**config.mk**
```make
export PLATFORM = sky130hd
export DESIGN_NAME = lspc_vram_access
export DESIGN_NICKNAME = d
export VERILOG_FILES = /design/src/rtl/lspc_pkg.sv /design/src/rtl/lspc_strobe_edge.sv /design/src/rtl/lspc_vram_access.sv
export SDC_FILE = /design/constraint.sdc
export NUM_CORES = 1
export LEC_CHECK = 0
export CAP_MARGIN = 20
export CORE_MARGIN = 4
export CORE_UTILIZATION = 45
export DETAILED_ROUTE_END_ITERATION = 16
export PLACE_DENSITY = 0.76
export SYNTH_ARGS = -nofsm -noshare
export SYNTH_HDL_FRONTEND = slang
export SYNTH_SLANG_ARGS = --single-unit
```
**constraint.sdc**
```tcl
create_clock -name CLK_24M -period 4.4 [get_ports CLK_24M]
set_input_delay 0.88 -clock CLK_24M [delete_from_list [all_inputs] [get_ports CLK_24M]]
set_output_delay 0.88 -clock CLK_24M [all_outputs]
set_load 0.05 [all_outputs]
```
**src/rtl/lspc_pkg.sv**
```systemverilog
// Shared types and constants for the LSPC CPU-side VRAM sequencer.
package lspc_pkg;

   typedef enum logic [1:0] {
      ST_IDLE   = 2'd0,
      ST_WR_ACC = 2'd1,
      ST_RD_ACC = 2'd2,
      ST_RD_CAP = 2'd3
   } state_t;

   localparam logic [15:0] VRAM_RESET_ADDR = 16'h0000;

endpackage

```
**src/rtl/lspc_strobe_edge.sv**
```systemverilog
// Falling-edge detector for an active-low register strobe.
module lspc_strobe_edge
   import lspc_pkg::*;
(
   input  logic clk,
   input  logic reset,
   input  logic strobe,
   output logic fire
);

   logic prev;

   always_ff @(posedge clk) begin
      if (!reset) prev <= 1'b1;
      else        prev <= strobe;
   end

   assign fire = ~strobe & prev;

endmodule

```
**src/rtl/lspc_vram_access.sv**
```systemverilog
// CPU-side VRAM access sequencer: pointer, pending flags, slot-driven
// write/read FSM.
module lspc_vram_access
   import lspc_pkg::*;
#(
   parameter int AW = 16,
   parameter int DW = 16
) (
   input  logic          CLK_24M,
   input  logic          RESET,
   input  logic          WR_VRAM_ADDR,
   input  logic          WR_VRAM_RW,
   input  logic [15:0]   M68K_DATA,
   input  logic [15:0]   REG_VRAMMOD,
   input  logic          CPU_SLOT,
   input  logic [DW-1:0] VRAM_RDATA,
   output logic [AW-1:0] VRAM_ADDR,
   output logic [DW-1:0] VRAM_WDATA,
   output logic          nVRAM_WE,
   output logic          VRAM_CPU_SEL,
   output logic [AW-1:0] REG_VRAMADDR,
   output logic [DW-1:0] REG_VRAMRW,
   output logic          nVRAM_WRITE_REQ,
   output logic          BUSY
);

   state_t        state;
   logic          wr_pend;
   logic          rd_pend;
   logic          addr_fire;
   logic          data_fire;
   logic [DW-1:0] latch;

   lspc_strobe_edge u_addr_edge (
      .clk    (CLK_24M),
      .reset  (RESET),
      .strobe (WR_VRAM_ADDR),
      .fire   (addr_fire)
   );

   lspc_strobe_edge u_data_edge (
      .clk    (CLK_24M),
      .reset  (RESET),
      .strobe (WR_VRAM_RW),
      .fire   (data_fire)
   );

   always_ff @(posedge CLK_24M) begin
      if (!RESET) begin
         state        <= ST_IDLE;
         wr_pend      <= 1'b0;
         rd_pend      <= 1'b0;
         latch        <= '0;
         REG_VRAMADDR <= AW'(VRAM_RESET_ADDR);
         REG_VRAMRW   <= '0;
         VRAM_ADDR    <= AW'(VRAM_RESET_ADDR);
         VRAM_WDATA   <= '0;
         nVRAM_WE     <= 1'b1;
         VRAM_CPU_SEL <= 1'b0;
      end else begin
         unique case (state)
            ST_IDLE: begin
               if (CPU_SLOT && wr_pend) begin
                  state        <= ST_WR_ACC;
                  VRAM_ADDR    <= REG_VRAMADDR;
                  VRAM_WDATA   <= latch;
                  nVRAM_WE     <= 1'b0;
                  VRAM_CPU_SEL <= 1'b1;
               end else if (CPU_SLOT && rd_pend) begin
                  state        <= ST_RD_ACC;
                  VRAM_ADDR    <= REG_VRAMADDR;
                  nVRAM_WE     <= 1'b1;
                  VRAM_CPU_SEL <= 1'b1;
               end
            end
            ST_WR_ACC: begin
               state        <= ST_IDLE;
               nVRAM_WE     <= 1'b1;
               VRAM_CPU_SEL <= 1'b0;
               REG_VRAMADDR <= REG_VRAMADDR + AW'(REG_VRAMMOD);
               wr_pend      <= 1'b0;
               rd_pend      <= 1'b1;
            end
            ST_RD_ACC: begin
               state <= ST_RD_CAP;
            end
            ST_RD_CAP: begin
               state        <= ST_IDLE;
               VRAM_CPU_SEL <= 1'b0;
               REG_VRAMRW   <= VRAM_RDATA;
               rd_pend      <= 1'b0;
            end
            default: state <= ST_IDLE;
         endcase
         // Strobe events override the FSM's flag and pointer updates.
         if (addr_fire) begin
            REG_VRAMADDR <= AW'(M68K_DATA);
            wr_pend      <= 1'b0;
            rd_pend      <= 1'b1;
         end
         if (data_fire) begin
            latch   <= DW'(M68K_DATA);
            wr_pend <= 1'b1;
         end
      end
   end

   assign nVRAM_WRITE_REQ = ~wr_pend;
   assign BUSY            = wr_pend | rd_pend | (state != ST_IDLE);

endmodule

```
After elaboration in Yosys (flattened, before gate mapping)
Index checks and enable logic that the tools add are counted.
Cells by class
  add/subtract/negate cells: 1
  bitwise logic cells: 7
  mux-type cells: 17
  equal/unequal tests: 4
  reductions and logical operators: 15
Operator list (count)
  2-to-1 mux 16 bit: 4
  adder 16 bit: 1
  nonzero test 2 bit: 5
  AND reduction 2 bit: 4
  2-to-1 mux 1 bit: 7
  case mux 1 bit (2 select lines): 3
  case mux 2 bit (3 select lines): 1
  nonzero test 3 bit: 2
  == test 2 bit, second input constant: 2
  2-to-1 mux 2 bit: 2
  inequality test 3 bit, second input constant: 1
  NOT 1 bit: 3
  bitwise AND 1 bit: 2
  == test 2 x 1 -> 1 bit, second input constant: 1
  logical AND 1 bit: 2
  zero test 2 bit: 1
  bitwise OR 1 bit: 2
  OR reduction 2 bit: 1
Word-level totals
  register bits: 88
  logic and storage cells: 56
  output and inout port bits: 68

Logic depth before layout (Yosys ltp)
Gate-level depths: netlist of run 1.
  depth after elaboration: 4
  depth in mapped cells: 8
  depth with buffers taken out: 7

Hierarchy
A second synthesis of run 1 with hierarchy kept.
Unflattened totals
  cell total of the unflattened synthesis: 498
  area total of the unflattened synthesis: 4002.6 um^2
Modules (own cells, without submodules)
  lspc_vram_access: cells an instance 492, times used 1, sequential area each 1721.7 um^2, area each 3937.5 um^2
  lspc_strobe_edge: cells an instance 3, times used 2, sequential area each 20.0 um^2, area each 32.5 um^2

Worst setup path before layout of run 1
No wires, ideal clock.
  path type: input-to-reg
  start point: in REG_VRAMMOD[0]
  end point: reg REG_VRAMADDR[6]
  path buffers: 0
  arrival time: 2.475 ns
  path slack: 1.794 ns
  data required time: 4.269 ns
  stages on the path: 7
  path through: ha_1 > fa_1 > a211oi_1 > o21bai_1 > a211o_1 > a22oi_1 > a21oi_1
On the way
  cells in the longest elaborated chain, start to end: 3
Ends and longest elaborated chain
  from (decl): line lspc_vram_access.sv:14  | input logic [15:0] REG_VRAMMOD,
  adder 16 bit: line lspc_vram_access.sv:80  | REG_VRAMADDR <= REG_VRAMADDR + AW'(REG_VRAMMOD);
  2-to-1 mux 16 bit: line lspc_vram_access.sv:61  | unique case (state)
  2-to-1 mux 16 bit: line lspc_vram_access.sv:96  | if (addr_fire) begin
  to (signal assigned): line lspc_vram_access.sv:54  | REG_VRAMADDR <= AW'(VRAM_RESET_ADDR);
  to (signal assigned): line lspc_vram_access.sv:80
  to (signal assigned): line lspc_vram_access.sv:97  | REG_VRAMADDR <= AW'(M68K_DATA);
  to (decl): line lspc_vram_access.sv:21  | output logic [AW-1:0] REG_VRAMADDR,
Every way passes these cells. The select of a mux whose other input is x is not followed.
A chain may end at the register's enable or synchronous reset.

Worst setup path after layout of run 1
  start point: in REG_VRAMMOD[0]
  end point: reg REG_VRAMADDR[14]
The elaborated chain is that of the path after synthesis.

==> impl_results.md, run 1 <==
- Result of the run: completed
- GRT Total Usage: a little over a fifth
- Layout cells sized above 1: around 4.2%
- Crit path max fanout: 4
- Max Cap Violations: 0
- Sequential Power Share: between 40 and 50%
- CP required: 4.64 ns
- Peak supply drop: 0.2197 mV
- Worst Tran Pin Value: approximately 0.96 ns
- Starting Density: 45.82%
- GPL Wtd Cong: just over 0.9
- #FFs+latches synth: 88
- Gate Count Post-Synth: between 500 and 600
- Setup Buffers After CTS: 0
- Kind of critical path: in2reg
- Yosys top cell by area: dfxtp_1
- Chip height: slightly above 100 um
- Crit path arrival time: 3.18 ns
- Longest Clk Path Bufs: 2
- Post-CTS sizing: 0
- First-pass GRT wire length: 18100 um
- Type of destination of the critical path: flip-flop
- Slew Limit Headroom: a little over a third
- Vias in the first global route: around 3700
- Distinct cells, synth: 50
- Die area: 0.01040 sq mm
- Clock-pin transition on the worst setup and hold timing paths: about 0.1 ns
- CTS Buf Count: 9
- H-tree depth: 3
- # nets final: roughly 680
- Fmax: about 340 MHz
- Antenna violations before repair: 0
- Pwr dens: 354.1 mW/mm^2
- Layout area overhead: 36.85%
- Buffers on Ports: 120
- Worst setup SP type: primary input
- Synth area leaders: dfxtp_1 (44%), nand2_1 (14%), a21oi_1 (11%)
- Switching Share: a little under a third
- Drt initial violations: 253
- Comb power frac: 21.5%
- CTS hold repair buffers: 0
- P_leak: about 2.0 nW
- Core area: 0.008678 sq mm
- Switch Pwr: 593.7 uW
- Post-Syn Area: 0.003976 sq mm
- Overflow after GRT: 0
- Min-delay worst type: reg2reg
- Die extent in x: ~100 um
- EDFF count, synth: 0
- TritonRoute pass-1 iters: 5
- Post-synthesis sequential area ratio: between 40% and 50%
- Int Pwr: 1.333 mW
- Async S/R FF share, synth: 0%
- Ports: around 120
- Yosys warning count: 0
- Main synth FF type: dfxtp_1
- Post-route ant nets: 0
- Final slew viol count: 0
- DR WL/cell: 15.85 um
- Final hold vios: 0
- Final setup viols: 0
- CTS tree: done
- Routed vias/inst: approximately 5.5
- Final period utilization: 66.83%
- Row cnt: 34
- Clock power share: 33.9%
- Hpwl dp: roughly 8500 um
- Total Neg Setup Slack: 0 ns
- Clk_lat worst skew: 0.35 ns
- Clock Root Buffer: clkbuf_8
- Tmin final: between 2 and 3 ns
- Share of the synthesized area in the top cell type: 44.30%
- Largest net degree at the start of global routing: between 50 and 60
- WL final: between 10000 and 15000 um
- Worst hold slack: roughly 0.45 ns
- Total number of vias: between 3000 and 4000
- Sinks on the clock net: just under 90
- Synthesized Nets: 578
- Post-route DRC: 0
- RSZ-0062 raised after global routing: no
- Diode count: 0
- Clock Skew: around 0.011 ns
- Avg Cell Area, Syn: 7.812 sq um
cells in the final DEF (no fill, tap or decap), types with 2 or more instances in the layout:
cell type          n
a21o_1             5
ha_1              15
o211ai_1           2
xor2_1             4
nand2b_1           8
a21oi_1           87
nor2_1            22
nand3_1           10
inv_1              3
buf_4              4
o22ai_1            4
nor3_1             4
a221oi_1           2
a31oi_1            2
inv_6              2
or3_1              2
nand4_1            3
o21bai_1           3
a22o_1             3
nor3_2             2
dfxtp_1           88
a22oi_1            7
mux2i_1            3
clkdlybuf4s50_1  120
clkbuf_8          10
o21a_1             3
o21ai_0           13
o311ai_1           2
bufinv_16          2
a311oi_1           3
nor2b_1            3
o21ai_1            3
nand2_1          147
a211oi_1           5
and3_1             3
per-stage QoR:
step	utilization, %	worst slack, ns	std cells	total power [mW]	instance area [sq um]
2_1_floorplan	-	1.794	509	1.136	3976
3_3_place_gp	59.90	1.153	708	1.279	5199
3_5_place_dp	59.90	1.167	708	1.286	5199
4_1_cts	62.62	1.524	724	1.932	5434
5_1_grt	62.70	1.237	725	2.012	5441
6_report	62.70	1.459	725	1.927	5441
layout make-up:
cell class,instances,area [sq um]
clock inverters,6,97.59
inverters,4,15.01
fillers,798,3237
clock buffers,10,137.6
multi-input cells,385,2063
well taps,108,135.1
flip-flops and latches,88,1762
repair buffers,124,1231
critical path: stages:
cell and delay, ns:
clkdlybuf4s50_1 0.41, ha_1 0.24, fa_1 0.43, a211oi_1 0.51, o21ai_1 0.22, nand4_1 0.16, nand3_1 0.08, a32o_1 0.25
layer usage:
metal  vias up  track usage (%)  share of wire (%)
li1       1971                -                  -
met1      1851            28.66                 44
met2       148            35.93                 46
met3         9            6.143                9.4
met4         0            5.550               0.90
met5         -                0                  0
registers in the layout, summed over array words and instances, names as in the netlist:
signal / cells
u_addr_edge.prev: 1
VRAM_CPU_SEL: 1
state: 2
rd_pend: 1
wr_pend: 1
latch: 16
VRAM_ADDR: 16
u_data_edge.prev: 1
REG_VRAMRW: 16
nVRAM_WE: 1
REG_VRAMADDR: 16
VRAM_WDATA: 16
cell families after synthesis:
logic type,count (synthesis),share of synthesized area [%]
DFF,88,44.30
AOI/OAI and AO/OA,152,22.69
and+or+nand+nor,208,21.84
adders and majority gates,16,5.223
muxes,4,1.038
xor gates and xnor gates,5,1.101
buffers and inverters,36,3.807
path summary, 6_finish.rpt:
path                                     start                             to  slack (ns)  cells after the start
setup reg to reg  REG_VRAMADDR[0]$_SDFFE_PN0P_  REG_VRAMADDR[14]$_SDFFE_PN0P_        2.05                      7
hold / removal          latch[14]$_SDFFE_PN0P_    VRAM_WDATA[14]$_SDFFE_PN0P_        0.45                      2
setup / recovery                REG_VRAMMOD[0]  REG_VRAMADDR[14]$_SDFFE_PN0P_        1.46                      8
hold reg to reg         latch[14]$_SDFFE_PN0P_    VRAM_WDATA[14]$_SDFFE_PN0P_        0.45                      2
synthesized netlist by cell type (all sizes together), types with 4 or more instances:
master and number:
a211oi 5, a21o 5, a21oi 87, a22oi 7
buf 11, clkbuf 21, dfxtp 88, ha 15
inv 4, nand2 147, nand2b 8, nand3 10
nor2 23, nor3 6, o21ai 16, o22ai 4
xor2 4
power groups by stage:
stage,combinational (mW),sequential (mW),clock (mW)
final,0.414,0.859,0.654
after global routing,0.448,0.864,0.700
after CTS,0.412,0.859,0.662
after detailed placement,0.409,0.877,0
after global placement,0.403,0.876,0
after floorplan,0.195,0.941,0
Note: power is estimated with default switching activity, not from simulation.
==> run 2, diff against run 1 <==
--- a/config.mk
+++ b/config.mk
@@ -7,9 +7,9 @@
 export LEC_CHECK = 0
 export CAP_MARGIN = 20
 export CORE_MARGIN = 4
-export CORE_UTILIZATION = 45
+export CORE_UTILIZATION = 42
 export DETAILED_ROUTE_END_ITERATION = 16
-export PLACE_DENSITY = 0.76
+export PLACE_DENSITY = 0.75
 export SYNTH_ARGS = -nofsm -noshare
 export SYNTH_HDL_FRONTEND = slang
 export SYNTH_SLANG_ARGS = --single-unit
==> constraint.sdc (replaced) <==
create_clock -name CLK_24M -period 2.67 [get_ports CLK_24M]
set_input_delay 0.534 -clock CLK_24M [delete_from_list [all_inputs] [get_ports CLK_24M]]
set_output_delay 0.534 -clock CLK_24M [all_outputs]
set_load 0.05 [all_outputs]
==> impl_results.md, run 2 (synthesis gave the netlist of run 1 again) <==
- Result of the run: completed
- Routed vias/inst: approximately 5.3
- Type of destination of the critical path: output pin
- Cells after DPL: ~740
- Clock-pin transition on the worst setup and hold timing paths: about 0.1 ns
- Total number of vias: around 4000
- Commonest non-fill, non-tap cell in the layout: nand2_1
- Cell Chain, Critical Path: nor2_1, nand2_1, clkdlybuf4s50_1
- GPL Wtd Cong: just over 0.9
- Die area: around 0.011 sq mm
- Min-delay worst type: reg2reg
- CTS hold repair buffers: 0
- CTS Buf Count: 9
- Vias in the first global route: slightly below 4000
- Worst setup margin: 0.2815 ns
- Pre-CTS setup slack: -0.02056 ns
- Final setup viols: 0
- P_leak: ~2 nW
- TritonRoute pass-1 iters: 5
- Drt initial violations: ~190
- WL final: roughly 12000 um
- Final period utilization: between 80% and 90%
- Final slew viol count: 0
- Crit path arrival time: ~1.9 ns
- Max Cap Violations: 0
- Fmax: approximately 420 MHz
- Diode count: 0
- Buffers on Ports: 120
- Ports: around 120
- Hpwl dp: a little under 9000 um
- Layout area overhead: 39.52%
- Row cnt: 35
- Clock Root Buffer: clkbuf_8
- Power consumption: between 3 and 4 mW
- Largest net degree at the start of global routing: 77
- Layout cells sized above 1: 5.591%
- Slowest CP cell: clkdlybuf4s50_1
- Fin cells: ~760
- # nets final: between 600 and 700
- CTS tree: done
- Clock Skew: between 0.01 and 0.015 ns
- Pwr dens: roughly 580 mW/mm^2
- CP required: between 2 and 2.5 ns
- Sinks on the clock net: a little under 90
- Peak supply drop: 0.2958 mV
- First-pass GRT wire length: around 19000 um
- Slew Limit Headroom: 55.63%
- RSZ-0062 raised after global routing: no
- Core area: roughly 0.0092 sq mm
- Setup Buffers After CTS: 0
- CP peak stage delay: around 0.81 ns
- DR WL/cell: between 15 and 20 um
- Die extent in x: approximately 110 um
- Post-route ant nets: 0
- Most frequent cells in the layout: nand2_1 (147), clkdlybuf4s50_1 (120), dfxtp_1 (88), a21oi_1 (87), nor2_1 (22)
- Antenna violations before repair: 0
- Post-CTS sizing: 0
- Chip height: 105.3 um
- Tmin final: approximately 2.4 ns
- H-tree depth: 3
- Overflow after GRT: 0
- WP buf/inv: 1
- GRT Total Usage: 20.80%
- Worst setup SP type: flip-flop
- Kind of critical path: reg2out
- Cell family with most CP delay: buffers and inverters
- Clk_lat worst skew: about 0.36 ns
- Worst Tran Pin Value: approximately 0.67 ns
- Post-route DRC: 0
- Final hold vios: 0
- Longest Clk Path Bufs: 2
- Crit path max fanout: 9
- Starting Density: about 43%
run 2: cell types whose count changed in the layout (fill, tap and decap cells not counted), sizes merged:
cell / previous run / this run
buf: 4 / 13
run 2: layer usage:
metal | vias up | global-route usage [%] | part of all wire, %
li1 | 1985 | - | -
met1 | 1844 | 26.40 | 45
met2 | 149 | 33.15 | 45
met3 | 23 | 5.940 | 7.7
met4 | 0 | 8.529 | 2.4
met5 | - | 0 | 0
run 2: stage by stage:
step / area (sq um) / hold slack [ns] / setup TNS, ns / utilization (%)
after floorplan: 3976 / 0.4322 / 0 / -
after global placement: 5313 / 0.4411 / -0.07347 / 57.49
after detailed placement: 5313 / 0.4464 / -0.04821 / 57.49
after CTS: 5548 / 0.4545 / 0 / 60.04
after global routing: 5548 / 0.4757 / 0 / 60.04
final: 5548 / 0.4444 / 0 / 60.04
run 2: final timing paths:
| path | startpoint | endpoint | slack (ns) | cells past startpoint |
|---|---|---|---|---|
| setup reg to reg | REG_VRAMADDR[0]$_SDFFE_PN0P_ | REG_VRAMADDR[5]$_SDFFE_PN0P_ | 0.55 | 7 |
| hold reg to reg | latch[13]$_SDFFE_PN0P_ | VRAM_WDATA[13]$_SDFFE_PN0P_ | 0.44 | 2 |
| hold / removal | latch[13]$_SDFFE_PN0P_ | VRAM_WDATA[13]$_SDFFE_PN0P_ | 0.44 | 2 |
| setup / recovery | state[1]$_SDFFE_PN0P_ | BUSY | 0.28 | 3 |
run 2: worst register-to-register path: stages, from the launching register on:
cell	delay [ns]
dfxtp_1	0.36
ha_1	0.22
buf_4	0.14
a211oi_1	0.31
nor2_1	0.11
o21ai_0	0.19
mux2_2	0.37
a221oi_1	0.31
run 2: report_power, final:
| part | total, mW | internal, mW | leakage (nW) | switching, mW |
|---|---|---|---|---|
| Combinational | 0.701 | 0.279 | 1.21 | 0.422 |
| Sequential | 1.42 | 1.37 | 0.717 | 0.0503 |
| Clock | 1.07 | 0.568 | 0.119 | 0.507 |
run 2: cell type report:
cell class                      count  area [sq um]
Timing Repair Buffer              133          1311
Clock buffer                       10         137.6
Tap cell                          129         161.4
Multi-Input combinational cell    385          2063
Fill cell                         875          3692
Sequential cell                    88          1762
Clock inverter                      6         97.59
Inverter                            4         15.01
